===== src/rtl/exhaustive_sweep_engine.sv =====
// rtl/exhaustive_sweep_engine.sv - applies every IN_W-bit pattern to an external DUT, records responses, counts ones, builds a signature
module exhaustive_sweep_engine #(
  parameter int IN_W   = 4,
  parameter int OUT_W  = 1,
  parameter int SETTLE = 1,
  parameter int GRAY   = 0
) (
  input  logic              CK,
  input  logic              reset,
  input  logic              start,
  input  logic              abort,
  output logic [IN_W-1:0]   pat_out,
  input  logic [OUT_W-1:0]  dut_resp,
  output logic              busy,
  output logic              done,
  input  logic [IN_W-1:0]   rd_addr,
  output logic [OUT_W-1:0]  rd_data,
  output logic [IN_W:0]     ones_cnt,
  output logic [15:0]       sig
);

  typedef enum logic [2:0] {
    S_IDLE,
    S_APPLY,
    S_SETTLE,
    S_SAMPLE,
    S_DONE
  } state_t;

  localparam logic [IN_W-1:0] IDX_LAST    = '1;
  localparam logic [3:0]      SETTLE_LAST = 4'(SETTLE - 1);

  state_t             state_q, state_d;
  logic [IN_W-1:0]    idx_q, idx_d;
  logic [IN_W-1:0]    pat_q, pat_d;
  logic [3:0]         cnt_q, cnt_d;
  logic [IN_W:0]      ones_q, ones_d;
  logic [15:0]        sig_q, sig_d;
  logic [OUT_W-1:0]   rd_data_q, rd_data_d;
  logic               wr_en;
  logic [OUT_W-1:0]   mem [0:(1<<IN_W)-1];

  function automatic logic [IN_W-1:0] code(input logic [IN_W-1:0] v);
    if (GRAY != 0) return v ^ (v >> 1);
    return v;
  endfunction

  always_comb begin
    state_d   = state_q;
    idx_d     = idx_q;
    pat_d     = pat_q;
    cnt_d     = cnt_q;
    ones_d    = ones_q;
    sig_d     = sig_q;
    wr_en     = 1'b0;
    rd_data_d = mem[rd_addr];
    case (state_q)
      S_IDLE: begin
        if (start) begin
          idx_d   = '0;
          ones_d  = '0;
          sig_d   = '0;
          pat_d   = code('0);
          state_d = S_APPLY;
        end
      end
      S_APPLY: begin
        if (abort) begin
          state_d = S_IDLE;
        end else if (SETTLE > 0) begin
          cnt_d   = 4'd0;
          state_d = S_SETTLE;
        end else begin
          state_d = S_SAMPLE;
        end
      end
      S_SETTLE: begin
        if (abort) begin
          state_d = S_IDLE;
        end else if (cnt_q == SETTLE_LAST) begin
          state_d = S_SAMPLE;
        end else begin
          cnt_d = cnt_q + 4'd1;
        end
      end
      S_SAMPLE: begin
        // an abort here drops the write and leaves the counters untouched
        if (abort) begin
          state_d = S_IDLE;
        end else begin
          wr_en = 1'b1;
          if (dut_resp != '0) ones_d = ones_q + (IN_W+1)'(1);
          sig_d = {sig_q[14:0], sig_q[15] ^ sig_q[13] ^ sig_q[12] ^ sig_q[10]} ^ 16'(dut_resp);
          if (idx_q == IDX_LAST) begin
            state_d = S_DONE;
          end else begin
            idx_d   = idx_q + IN_W'(1);
            pat_d   = code(idx_q + IN_W'(1));
            state_d = S_APPLY;
          end
        end
      end
      S_DONE:  state_d = S_IDLE;
      default: state_d = S_IDLE;
    endcase
  end

  always_ff @(posedge CK) begin
    if (reset) begin
      state_q   <= S_IDLE;
      idx_q     <= '0;
      pat_q     <= '0;
      cnt_q     <= 4'd0;
      ones_q    <= '0;
      sig_q     <= '0;
      rd_data_q <= '0;
    end else begin
      state_q   <= state_d;
      idx_q     <= idx_d;
      pat_q     <= pat_d;
      cnt_q     <= cnt_d;
      ones_q    <= ones_d;
      sig_q     <= sig_d;
      rd_data_q <= rd_data_d;
    end
  end

  // response memory is deliberately not reset
  always_ff @(posedge CK) begin
    if (wr_en && !reset) mem[pat_q] <= dut_resp;
  end

  assign pat_out  = pat_q;
  assign busy     = (state_q == S_APPLY) || (state_q == S_SETTLE) || (state_q == S_SAMPLE);
  assign done     = (state_q == S_DONE);
  assign rd_data  = rd_data_q;
  assign ones_cnt = ones_q;
  assign sig      = sig_q;

endmodule


===== config.mk =====
export PLATFORM = sky130hd
export DESIGN_NAME = exhaustive_sweep_engine
export DESIGN_NICKNAME = d
export VERILOG_FILES = /design/src/rtl/exhaustive_sweep_engine.sv
export SDC_FILE = /design/constraint.sdc
export NUM_CORES = 1
export LEC_CHECK = 0
export BUFFER_PORTS_ARGS = -buffer_cell sky130_fd_sc_hd__buf_2
export CAP_MARGIN = 20
export CORE_UTILIZATION = 25
export DETAILED_ROUTE_END_ITERATION = 8
export SETUP_SLACK_MARGIN = 0.15
export SKIP_CTS_REPAIR_TIMING = 1
export SLEW_MARGIN = 20
export SYNTH_ARGS = -nofsm -noshare
export SYNTH_HDL_FRONTEND = slang
export SYNTH_SLANG_ARGS = --single-unit

===== constraint.sdc =====
create_clock -name CK -period 4.9 [get_ports CK]
set_input_delay 0.49 -clock CK [delete_from_list [all_inputs] [get_ports CK]]
set_output_delay 0.49 -clock CK [all_outputs]
set_load 0.01 [all_outputs]

==> metrics.txt, run 1 <==
status finished clean; P_int approximately 0.6 mW; Worst slew margin 64.2%; leakage power between 0.9 and 1 nW; Cell Pwr Density about 300 mW/mm^2; Slowest cell on crit path and4bb_2; Die Span Y 96.1 um; Peak Freq 513 MHz; number of synthesized flops with an enable pin 16; Total Power 0.767 mW; Worst Slack Setup Final about 3000 ps; Clk pin slew, worst setup/hold paths 90 ps; syn nets 227; cts bufs inserted 5; vias in the first global route roughly 1400; gpl congestion just under 0.7; Core Util, Final 30.9%; Yosys warning count 0; post-detail-place hpwl 2980 um; Sink Count 49; DRT Pass-1 Iters 5; min-delay worst type in2reg; worst skew pair latency 300 ps; DR top layer met4; Clock Path Buffers 2; final worst-path cycle share around 40%; most frequent cell after synthesis nor2_1; met2 wire length 1950 um; ANT cells 0; Hold Startpoint rd_addr[3]; clock share of power between 30% and 40%; core area 0.00838 mm^2; Final #Nets 259; CP cell instances and4bb_2 -> a21oi_2 -> or3_1 -> a21oi_1; RSZ-0062 raised after global routing false; crit path to pat_out[3]$_SDFFE_PP0P_; largest net degree at the start of global routing 29; I/O Buffers 36; Clock Skew a little under 10 ps; Post-synth ARST share 0%; Mapped Area around 0.0022 mm^2; number of library cell types mapped by synthesis 38; via count approximately 1600; worst r2r path cells 4; Mapped Cells 211; routed vias/inst 4.61; Net Switching 0.167 mW; critical path endpoint category register; Req. time, crit path 5140 ps; Syn Area/Cell 10.5 um^2; Place WS 2870 ps; routed length on met1 about 2000 um; leading area contributor after synthesis dfxtp_1; Seq cells post-synth 49; GR Util All Layers 10.0%; switching part of the total 21.8%; First DRT Iteration DRCs 66; Rows 33; sequential fraction of the synthesis area 51.5%; placed cells ~340; CP max stage delay 620 ps; commonest cells in the netlist 47 x nor2_1, 33 x dfxtp_1, 16 x a22oi_1, 16 x edfxtp_1, 8 x inv_1; synth top area cells dfxtp_1 30%, edfxtp_1 22%, nor2_1 8.0%, a22oi_1 5.4%, ha_1 4.0%; share of layout cells above drive strength 1 23.4%; Comb pwr share 6.5%; fin cells about 350; met3 routed WL between 200 and 300 um; final max-slew violation count 0; crit-path max FO 21; Routed Antenna Nets 0; CP startpoint state_q[1]$_SDFFE_PP0P_; setup_tns 0 ps; reg2reg end pat_out[3]$_SDFFE_PP0P_; fill cell count 886; Arr. time, crit path ~2200 ps; wire length of the first global-routing pass about 7000 um; area grow syn2layout 17.1%; Reg power frac 55.6%; initial core utilization 26.4%; chip width 96.1 um; initial antenna violation count 0; routed len/inst 12.2 um; top-area cell type share of the netlist area 29.8%; DRC 0; Total Wirelength 4240 um; Root Driver clkbuf_8; Setup Viol. Count Final 0; crit start category register; worst IR drop on VDD 0.126 mV; final hold viol count 0; Max-Cap Viols 0; Setup CP Type reg2reg; CTS tree yes; Crit Reg-Reg Startpoint state_q[1]$_SDFFE_PP0P_; Clock H-tree levels 2; Slew @ Worst Pin roughly 540 ps; R2R Setup Slk 2950 ps; min Tclk post-route around 2000 ps; io pins 37; Synth Flop Type dfxtp_1; die area just over 0.009 mm^2; gr ovfl total 0
## metrics by stage
stage               cell area, um^2  hold slack (ps)
floorplan                      2210              462
global placement               2480              484
detailed placement             2480              505
CTS                            2590              445
global route                   2590              453
finish                         2590              458
## power by group through the flow
stage / Sequential, mW / Clock, mW / Combinational, mW
floorplan: 0.435 / 0 / 0.0354
global placement: 0.436 / 0 / 0.0499
detailed placement: 0.436 / 0 / 0.0503
CTS: 0.427 / 0.301 / 0.0506
global route: 0.428 / 0.317 / 0.0554
finish: 0.427 / 0.291 / 0.0496
## area by class of cell
| class | instances | area, um^2 | share of cell area (%) |
|---|---|---|---|
| flip-flops and latches | 49 | 1140 | 44.0 |
| repair buffers | 36 | 180 | 6.95 |
| inverters | 8 | 30.0 | 1.16 |
| well taps | 105 | 131 | 5.07 |
| clock buffers | 6 | 76.3 | 2.94 |
| clock inverters | 2 | 38.8 | 1.50 |
| multi-input cells | 143 | 995 | 38.4 |
## cell families (layout without fill, tap and decap cells)
| logic type | after synthesis | count (layout) | share of synthesized area, % |
|---|---|---|---|
| multiplexers | 10 | 10 | 5.71 |
| buffers and inverters | 19 | 52 | 3.56 |
| AO/OA/AOI/OAI | 33 | 33 | 11.2 |
| adder cells (fa/ha/maj) | 7 | 7 | 3.95 |
| AND/OR/NAND/NOR | 83 | 83 | 19.4 |
| flip-flops | 49 | 49 | 51.5 |
| XOR/XNOR | 10 | 10 | 4.58 |
## flip-flops by register name, summed over array words and instances, names as in the netlist
signal / count
cnt_q: 4
mem: 16
ones_cnt: 5
pat_out: 4
rd_data: 1
sig: 16
state_q: 3
## layout by cell type, fill, tap and decap left out, types with 2 or more instances in the layout
| master | instances |
|---|---|
| a211oi_1 | 2 |
| a21oi_1 | 7 |
| a22oi_1 | 16 |
| buf_2 | 36 |
| clkbuf_8 | 5 |
| dfxtp_1 | 33 |
| edfxtp_1 | 16 |
| ha_1 | 7 |
| inv_1 | 8 |
| mux2i_1 | 7 |
| mux4_2 | 2 |
| nand2_1 | 5 |
| nand2b_1 | 4 |
| nand3_1 | 7 |
| nand3b_1 | 3 |
| nand4_1 | 2 |
| nor2_1 | 47 |
| nor3_1 | 2 |
| nor4b_2 | 3 |
| o21ai_0 | 2 |
| or3_1 | 2 |
| or3b_4 | 2 |
| xnor2_1 | 6 |
| xor2_1 | 3 |
## worst min path at each step
stage / end / slack (ps) / cells past startpoint
detailed placement: sig[6]$_SDFFE_PP0P_ / 500 / 2
CTS: rd_data$_SDFF_PP0_ / 450 / 3
floorplan: cnt_q[1]$_SDFFE_PP0P_ / 460 / 2
global route: rd_data$_SDFF_PP0_ / 450 / 3
finish: rd_data$_SDFF_PP0_ / 460 / 3
global placement: cnt_q[1]$_SDFFE_PP0P_ / 480 / 2
## critical path, delay by kind of cell (launching register included)
family | cells | cell delay (ps)
and+or+nand+nor | 2 | 1000
DFF | 1 | 580
AOI/OAI and AO/OA | 2 | 310
## routing by layer
layer	vias to the layer above	GRT usage (%)
met5	-	0
met4	0	2.99
met3	7	3.32
met2	37	15.7
met1	760	13.0
li1	806	-
No activity file was read; power rests on OpenSTA's default activity.
==> run 2: changes to the inputs <==
--- a/config.mk
+++ b/config.mk
@@ -5,6 +5,7 @@
 export SDC_FILE = /design/constraint.sdc
 export NUM_CORES = 1
 export LEC_CHECK = 0
+export ABC_AREA = 1
 export BUFFER_PORTS_ARGS = -buffer_cell sky130_fd_sc_hd__buf_2
 export CAP_MARGIN = 20
 export CORE_UTILIZATION = 25
==> constraint.sdc (replaced) <==
create_clock -name CK -period 1.6 [get_ports CK]
set_input_delay 0.16 -clock CK [delete_from_list [all_inputs] [get_ports CK]]
set_output_delay 0.16 -clock CK [all_outputs]
set_load 0.01 [all_outputs]
==> metrics.txt, run 2 <==
I/O Buffers 36 (unchanged); status finished clean; setup_tns 0 ps (unchanged); min Tclk post-route 1490 ps (-459 ps); Mapped Area 0.00238 mm^2 (+7.4%); gr ovfl total 0 (unchanged); leading area contributor after synthesis dfxtp_1; Reg area 0.00115 mm^2 (+0.66%); Syn Area/Cell 7.72 um^2 (-26%); number of library cell types mapped by synthesis 27 (-29%); Post-synth ARST share 0% (unchanged); routed vias/inst 4.15 (-10%); Core Util, Final 32.0% (+1.0 points); Net Switching 0.660 mW (+300%); critical path endpoint category register; commonest cells in the netlist 95 x nand2_1, 33 x dfxtp_1, 31 x a21oi_1, 31 x nor2_1, 29 x inv_1; number of synthesized flops with an enable pin 16 (unchanged); Reg power frac 55.9% (+0.3 points); cts bufs inserted 5 (unchanged); Mapped Cells 308 (+46%); Max-Cap Viols 0 (unchanged); final worst-path cycle share 93.2% (+53 points); worst skew pair latency 310 ps (about the same); sequential fraction of the synthesis area 48.0% (-3.6 points); Routed Antenna Nets 0 (unchanged); final max-slew violation count 0 (unchanged); final hold viol count 0 (unchanged); synth top area cells dfxtp_1 28%, edfxtp_1 20%, nand2_1 15%, a21oi_1 6.5%, nand3_1 5.5%; area grow syn2layout 24.1%; syn nets 324 (+43%); Root Driver clkbuf_8; Clk pin slew, worst setup/hold paths 90 ps (about the same); RSZ-0062 raised after global routing true; CP cell instances inv_4 -> nand2_4 -> nor2_4 -> nand2_4 -> nor2_4 -> nand2_4 -> nor2_2; P_int 1.72 mW (+190%); initial core utilization 25.7% (-0.68 points); CP max stage delay 360 ps (-260 ps); Die Span Y 99.5 um (+3.6%); Fin Hold WS 121 ps (-337 ps); Yosys warning count 0 (unchanged); DRT Pass-1 Iters 4 (-1); routed len/inst 10.8 um (-11%); Peak Freq 670 MHz (+31%); initial antenna violation count 0 (unchanged); Synth Flop Type dfxtp_1; io pins 37 (unchanged); Req. time, crit path 1620 ps (-3520 ps); commonest non-fill, non-tap cell in the layout nand2_1; fill cell count 988 (+12%); top-area cell type share of the netlist area 27.8% (-2.1 points); Rows 35 (+6.1%); most frequent cell after synthesis nand2_1; Total Wirelength 5170 um (+22%); core area 0.00924 mm^2 (+10%); Arr. time, crit path 1520 ps (-670 ps); Worst slew margin 75.6% (+11 points); leakage power 1.25 nW (+30%); Setup Viol. Count Final 0 (unchanged); Slowest cell on crit path dfxtp_4; share of layout cells above drive strength 1 27.1% (+3.7 points); most frequent cells in the layout 90 x nand2_1, 36 x buf_2, 30 x a21oi_1; Clock Skew 8.88 ps (-0.924 ps); First DRT Iteration DRCs 76 (+15%); crit-path max FO 5 (-76%); multi-input gate area in the final layout 0.00120 mm^2 (+21%); post-detail-place hpwl 3740 um (+26%); crit start category register; DRC 0 (unchanged); gpl congestion 0.829 (+20%); min-delay worst type in2reg; ANT cells 0 (unchanged); chip width 99.5 um (+3.6%); vias in the first global route 1881 (+31%); GR Util All Layers 10.7% (+0.68 points); Seq cells post-synth 49 (unchanged); via count 1993 (+24%); clock share of power 30.7% (-7.2 points); worst IR drop on VDD 0.271 mV (+120%); Setup CP Type reg2reg; Sink Count 49 (unchanged); Clock Path Buffers 2 (unchanged); wire length of the first global-routing pass 8570 um (+22%); Comb pwr share 13.4% (+6.9 points); Crit path max-delay family simple AND/OR/NAND/NOR gates; Cell Pwr Density 806 mW/mm^2 (+170%); Worst path most repeated cell nand2_4; Slew @ Worst Pin 365 ps (-171 ps); WP buf/inv 1 (+1); CTS tree yes; Final #Nets 366 (+41%); Clock H-tree levels 2 (unchanged); switching part of the total 27.7% (+6.0 points); die area 0.00991 mm^2 (+7.2%); largest net degree at the start of global routing 20 (-31%)
-- run 2: power by group through the flow --
stage	combinational (mW)	clock, mW	sequential, mW
CTS	0.305	0.755	1.33
floorplan	0.214	0	1.36
detailed placement	0.304	0	1.36
global route	0.360	0.806	1.34
finish	0.319	0.731	1.33
global placement	0.301	0	1.35
-- run 2: kinds of logic (layout without fill, tap and decap cells) --
logic type	Yosys count	count (layout)	share of synthesized area, %
AOI/OAI and AO/OA	36	36	7.68
xor gates and xnor gates	8	8	2.95
adders and majority gates	7	7	3.68
buffers and inverters	40	83	7.00
DFF	49	49	48.0
and+or+nand+nor	168	168	30.7
-- run 2: layout make-up --
cell class / count / area share, %
Tap cell: 129 / 5.47
Multi-Input combinational cell: 219 / 40.6
Sequential cell: 49 / 38.9
Clock buffer: 6 / 2.46
Inverter: 33 / 4.41
Clock inverter: 2 / 0.508
Timing Repair Buffer: 42 / 7.63
-- run 2: worst reg2reg max path: stages (launching register included) --
cell and delay [ps]:
dfxtp_4 360, inv_4 80, nand2_4 70, nor2_4 140, nand2_4 80, nor2_4 260
nand2_4 130, nor2_2 110
-- run 2: final timing paths --
path	startpoint	to	slack, ps	cells after the start
setup / recovery	state_q[2]$_SDFFE_PP0P_	mem[11]$_DFFE_PP_	110	7
hold / removal	rd_addr[3]	rd_data$_SDFF_PP0_	120	3
setup reg to reg	state_q[2]$_SDFFE_PP0P_	mem[11]$_DFFE_PP_	110	7
hold reg to reg	sig[5]$_SDFFE_PP0P_	sig[6]$_SDFFE_PP0P_	470	2
-- run 2: routing by layer --
metal / global-route usage (%) / up-vias / wire length (um)
met5: 0 / - / 0
met4: 3.05 / 0 / 35
met3: 2.11 / 4 / 159
met2: 19.1 / 30 / 2500
met1: 13.0 / 900 / 2480
li1: - / 1059 / -
-- run 2: metrics by stage --
| step | setup WS, ps | instances | cell area [um^2] | power, mW |
|---|---|---|---|---|
| CTS | 91.3 | 476 | 2780 | 2.39 |
| global placement | 159 | 468 | 2700 | 1.66 |
| global route | 72.4 | 480 | 2950 | 2.50 |
| floorplan | 266 | 308 | 2380 | 1.58 |
| finish | 108 | 480 | 2950 | 2.38 |
| detailed placement | 104 | 468 | 2700 | 1.66 |
==> run 3: changes to the inputs <==
--- a/config.mk
+++ b/config.mk
@@ -10,6 +10,7 @@
 export CAP_MARGIN = 20
 export CORE_UTILIZATION = 25
 export DETAILED_ROUTE_END_ITERATION = 8
+export RECOVER_POWER = 25
 export SETUP_SLACK_MARGIN = 0.15
 export SKIP_CTS_REPAIR_TIMING = 1
 export SLEW_MARGIN = 20
==> metrics.txt, run 3 (synthesized netlist as in run 2, its figures left out) <==
status finished clean; die area 0.00991 mm^2 (unchanged); share of layout cells above drive strength 1 24.8% (-2.3 points); worst skew pair latency 310 ps (about the same); DRC 0 (unchanged); initial core utilization 25.7% (unchanged); Arr. time, crit path 1520 ps (about the same); final worst-path cycle share 93.2% (unchanged); Clk pin slew, worst setup/hold paths 90 ps (about the same); largest net degree at the start of global routing 20 (unchanged); commonest non-fill, non-tap cell in the layout nand2_1; Root Driver clkbuf_8; Clock Path Buffers 2 (unchanged); min-delay worst type in2reg; critical path endpoint category register; WHS Path Cells 3 (unchanged); Place WS 104 ps (unchanged); min Tclk post-route 1490 ps (unchanged); chip width 99.5 um (unchanged); Worst Slack Setup Final 108 ps (unchanged); Max-Cap Viols 0 (unchanged); Total Wirelength 5180 um (about the same); gr ovfl total 0 (unchanged); initial antenna violation count 0 (unchanged); Setup CP Type reg2reg; R2R Setup Slk 110 ps (about the same); Net Switching 0.660 mW (about the same); Slew @ Worst Pin 753 ps (+388 ps); io pins 37 (unchanged); Crit Reg-Reg Startpoint state_q[2]$_SDFFE_PP0P_; ANT cells 0 (unchanged); cts bufs inserted 5 (unchanged); Peak Freq 670 MHz (unchanged); crit start category register; setup_tns 0 ps (unchanged); Worst slew margin 49.8% (-26 points); Die Span Y 99.5 um (unchanged); end point of the worst hold path rd_data$_SDFF_PP0_; switching part of the total 27.7% (about the same); First DRT Iteration DRCs 79 (+3.9%); Setup Viol. Count Final 0 (unchanged); clock share of power 30.7% (about the same); Clock H-tree levels 2 (unchanged); I/O Buffers 36 (unchanged); crit-path max FO 5 (unchanged); post-detail-place hpwl 3740 um (unchanged); fill cell count 990 (+0.20%); leakage power 1.21 nW (-2.6%); via count 1991 (-0.10%); Clock Skew 8.88 ps (-0.00458 ps); Reg power frac 55.9% (about the same); most frequent cells in the layout 90 x nand2_1, 30 x a21oi_1, 29 x inv_1, 29 x dfxtp_1, 28 x buf_2; reg2reg end mem[11]$_DFFE_PP_; GR Util All Layers 10.7% (unchanged); Routed Antenna Nets 0 (unchanged); routed vias/inst 4.15 (-0.10%); Rows 35 (unchanged); Final #Nets 366 (unchanged); Sink Count 49 (unchanged); area grow syn2layout 23.7%; Cell Pwr Density 809 mW/mm^2 (+0.32%); routed len/inst 10.8 um (about the same); Hold Startpoint rd_addr[3]; gpl congestion 0.829 (unchanged); worst r2r path cells 7 (unchanged); CTS tree yes; final max-slew violation count 0 (unchanged); final hold viol count 0 (unchanged); vias in the first global route 1881 (unchanged); DRT Pass-1 Iters 4 (unchanged); wire length of the first global-routing pass 8570 um (unchanged); RSZ-0062 raised after global routing true; core area 0.00924 mm^2 (unchanged); Comb pwr share 13.4% (about the same); Req. time, crit path 1620 ps (about the same); P_int 1.72 mW (about the same); worst IR drop on VDD 0.271 mV (about the same)
run 3: layer usage:
metal | track usage [%] | up-vias | wire length (um)
met5 | 0 | - | 0
met4 | 3.05 | 0 | 35
met3 | 2.11 | 4 | 161
met2 | 19.1 | 32 | 2500
met1 | 13.0 | 898 | 2480
li1 | - | 1057 | -
run 3: cell type report:
class	count	area, um^2	share of cell area [%]
Multi-Input combinational cell	219	1200	40.8
Inverter	33	130	4.42
Sequential cell	49	1150	39.0
Clock buffer	6	72.6	2.47
Tap cell	129	161	5.48
Timing Repair Buffer	42	215	7.31
Clock inverter	2	15.0	0.510
run 3: how the worst max path moves through the flow:
stage	cells after the start	start	slack (ps)	endpoint
after floorplan	6	state_q[0]$_SDFFE_PP0P_	270	mem[11]$_DFFE_PP_
final	7	state_q[2]$_SDFFE_PP0P_	110	mem[11]$_DFFE_PP_
after CTS	7	state_q[2]$_SDFFE_PP0P_	90	mem[11]$_DFFE_PP_
after global routing	7	state_q[2]$_SDFFE_PP0P_	70	mem[7]$_DFFE_PP_
after global placement	6	state_q[0]$_SDFFE_PP0P_	160	mem[15]$_DFFE_PP_
after detailed placement	7	state_q[2]$_SDFFE_PP0P_	100	mem[11]$_DFFE_PP_
run 3: stage by stage:
stage | power, mW | instance area (um^2) | util [%] | hold slack [ps] | instances
floorplan | 1.58 | 2380 | - | 259 | 308
global placement | 1.66 | 2700 | 29.2 | 453 | 468
detailed placement | 1.66 | 2700 | 29.2 | 451 | 468
CTS | 2.39 | 2780 | 30.1 | 117 | 476
global route | 2.50 | 2940 | 31.8 | 136 | 480
finish | 2.38 | 2940 | 31.8 | 121 | 480
run 3: critical path, stage by stage, from the launching register on:
cell	delay (ps)
dfxtp_4	360
inv_4	80
nand2_4	70
nor2_4	140
nand2_4	80
nor2_4	260
nand2_4	130
nor2_2	110
run 3: power groups by stage:
| stage | Clock [mW] | Sequential (mW) | Combinational, mW |
|---|---|---|---|
| after floorplan | 0 | 1.36 | 0.214 |
| after global placement | 0 | 1.35 | 0.301 |
| after detailed placement | 0 | 1.36 | 0.304 |
| after CTS | 0.755 | 1.33 | 0.305 |
| after global routing | 0.806 | 1.34 | 0.359 |
| final | 0.731 | 1.33 | 0.318 |
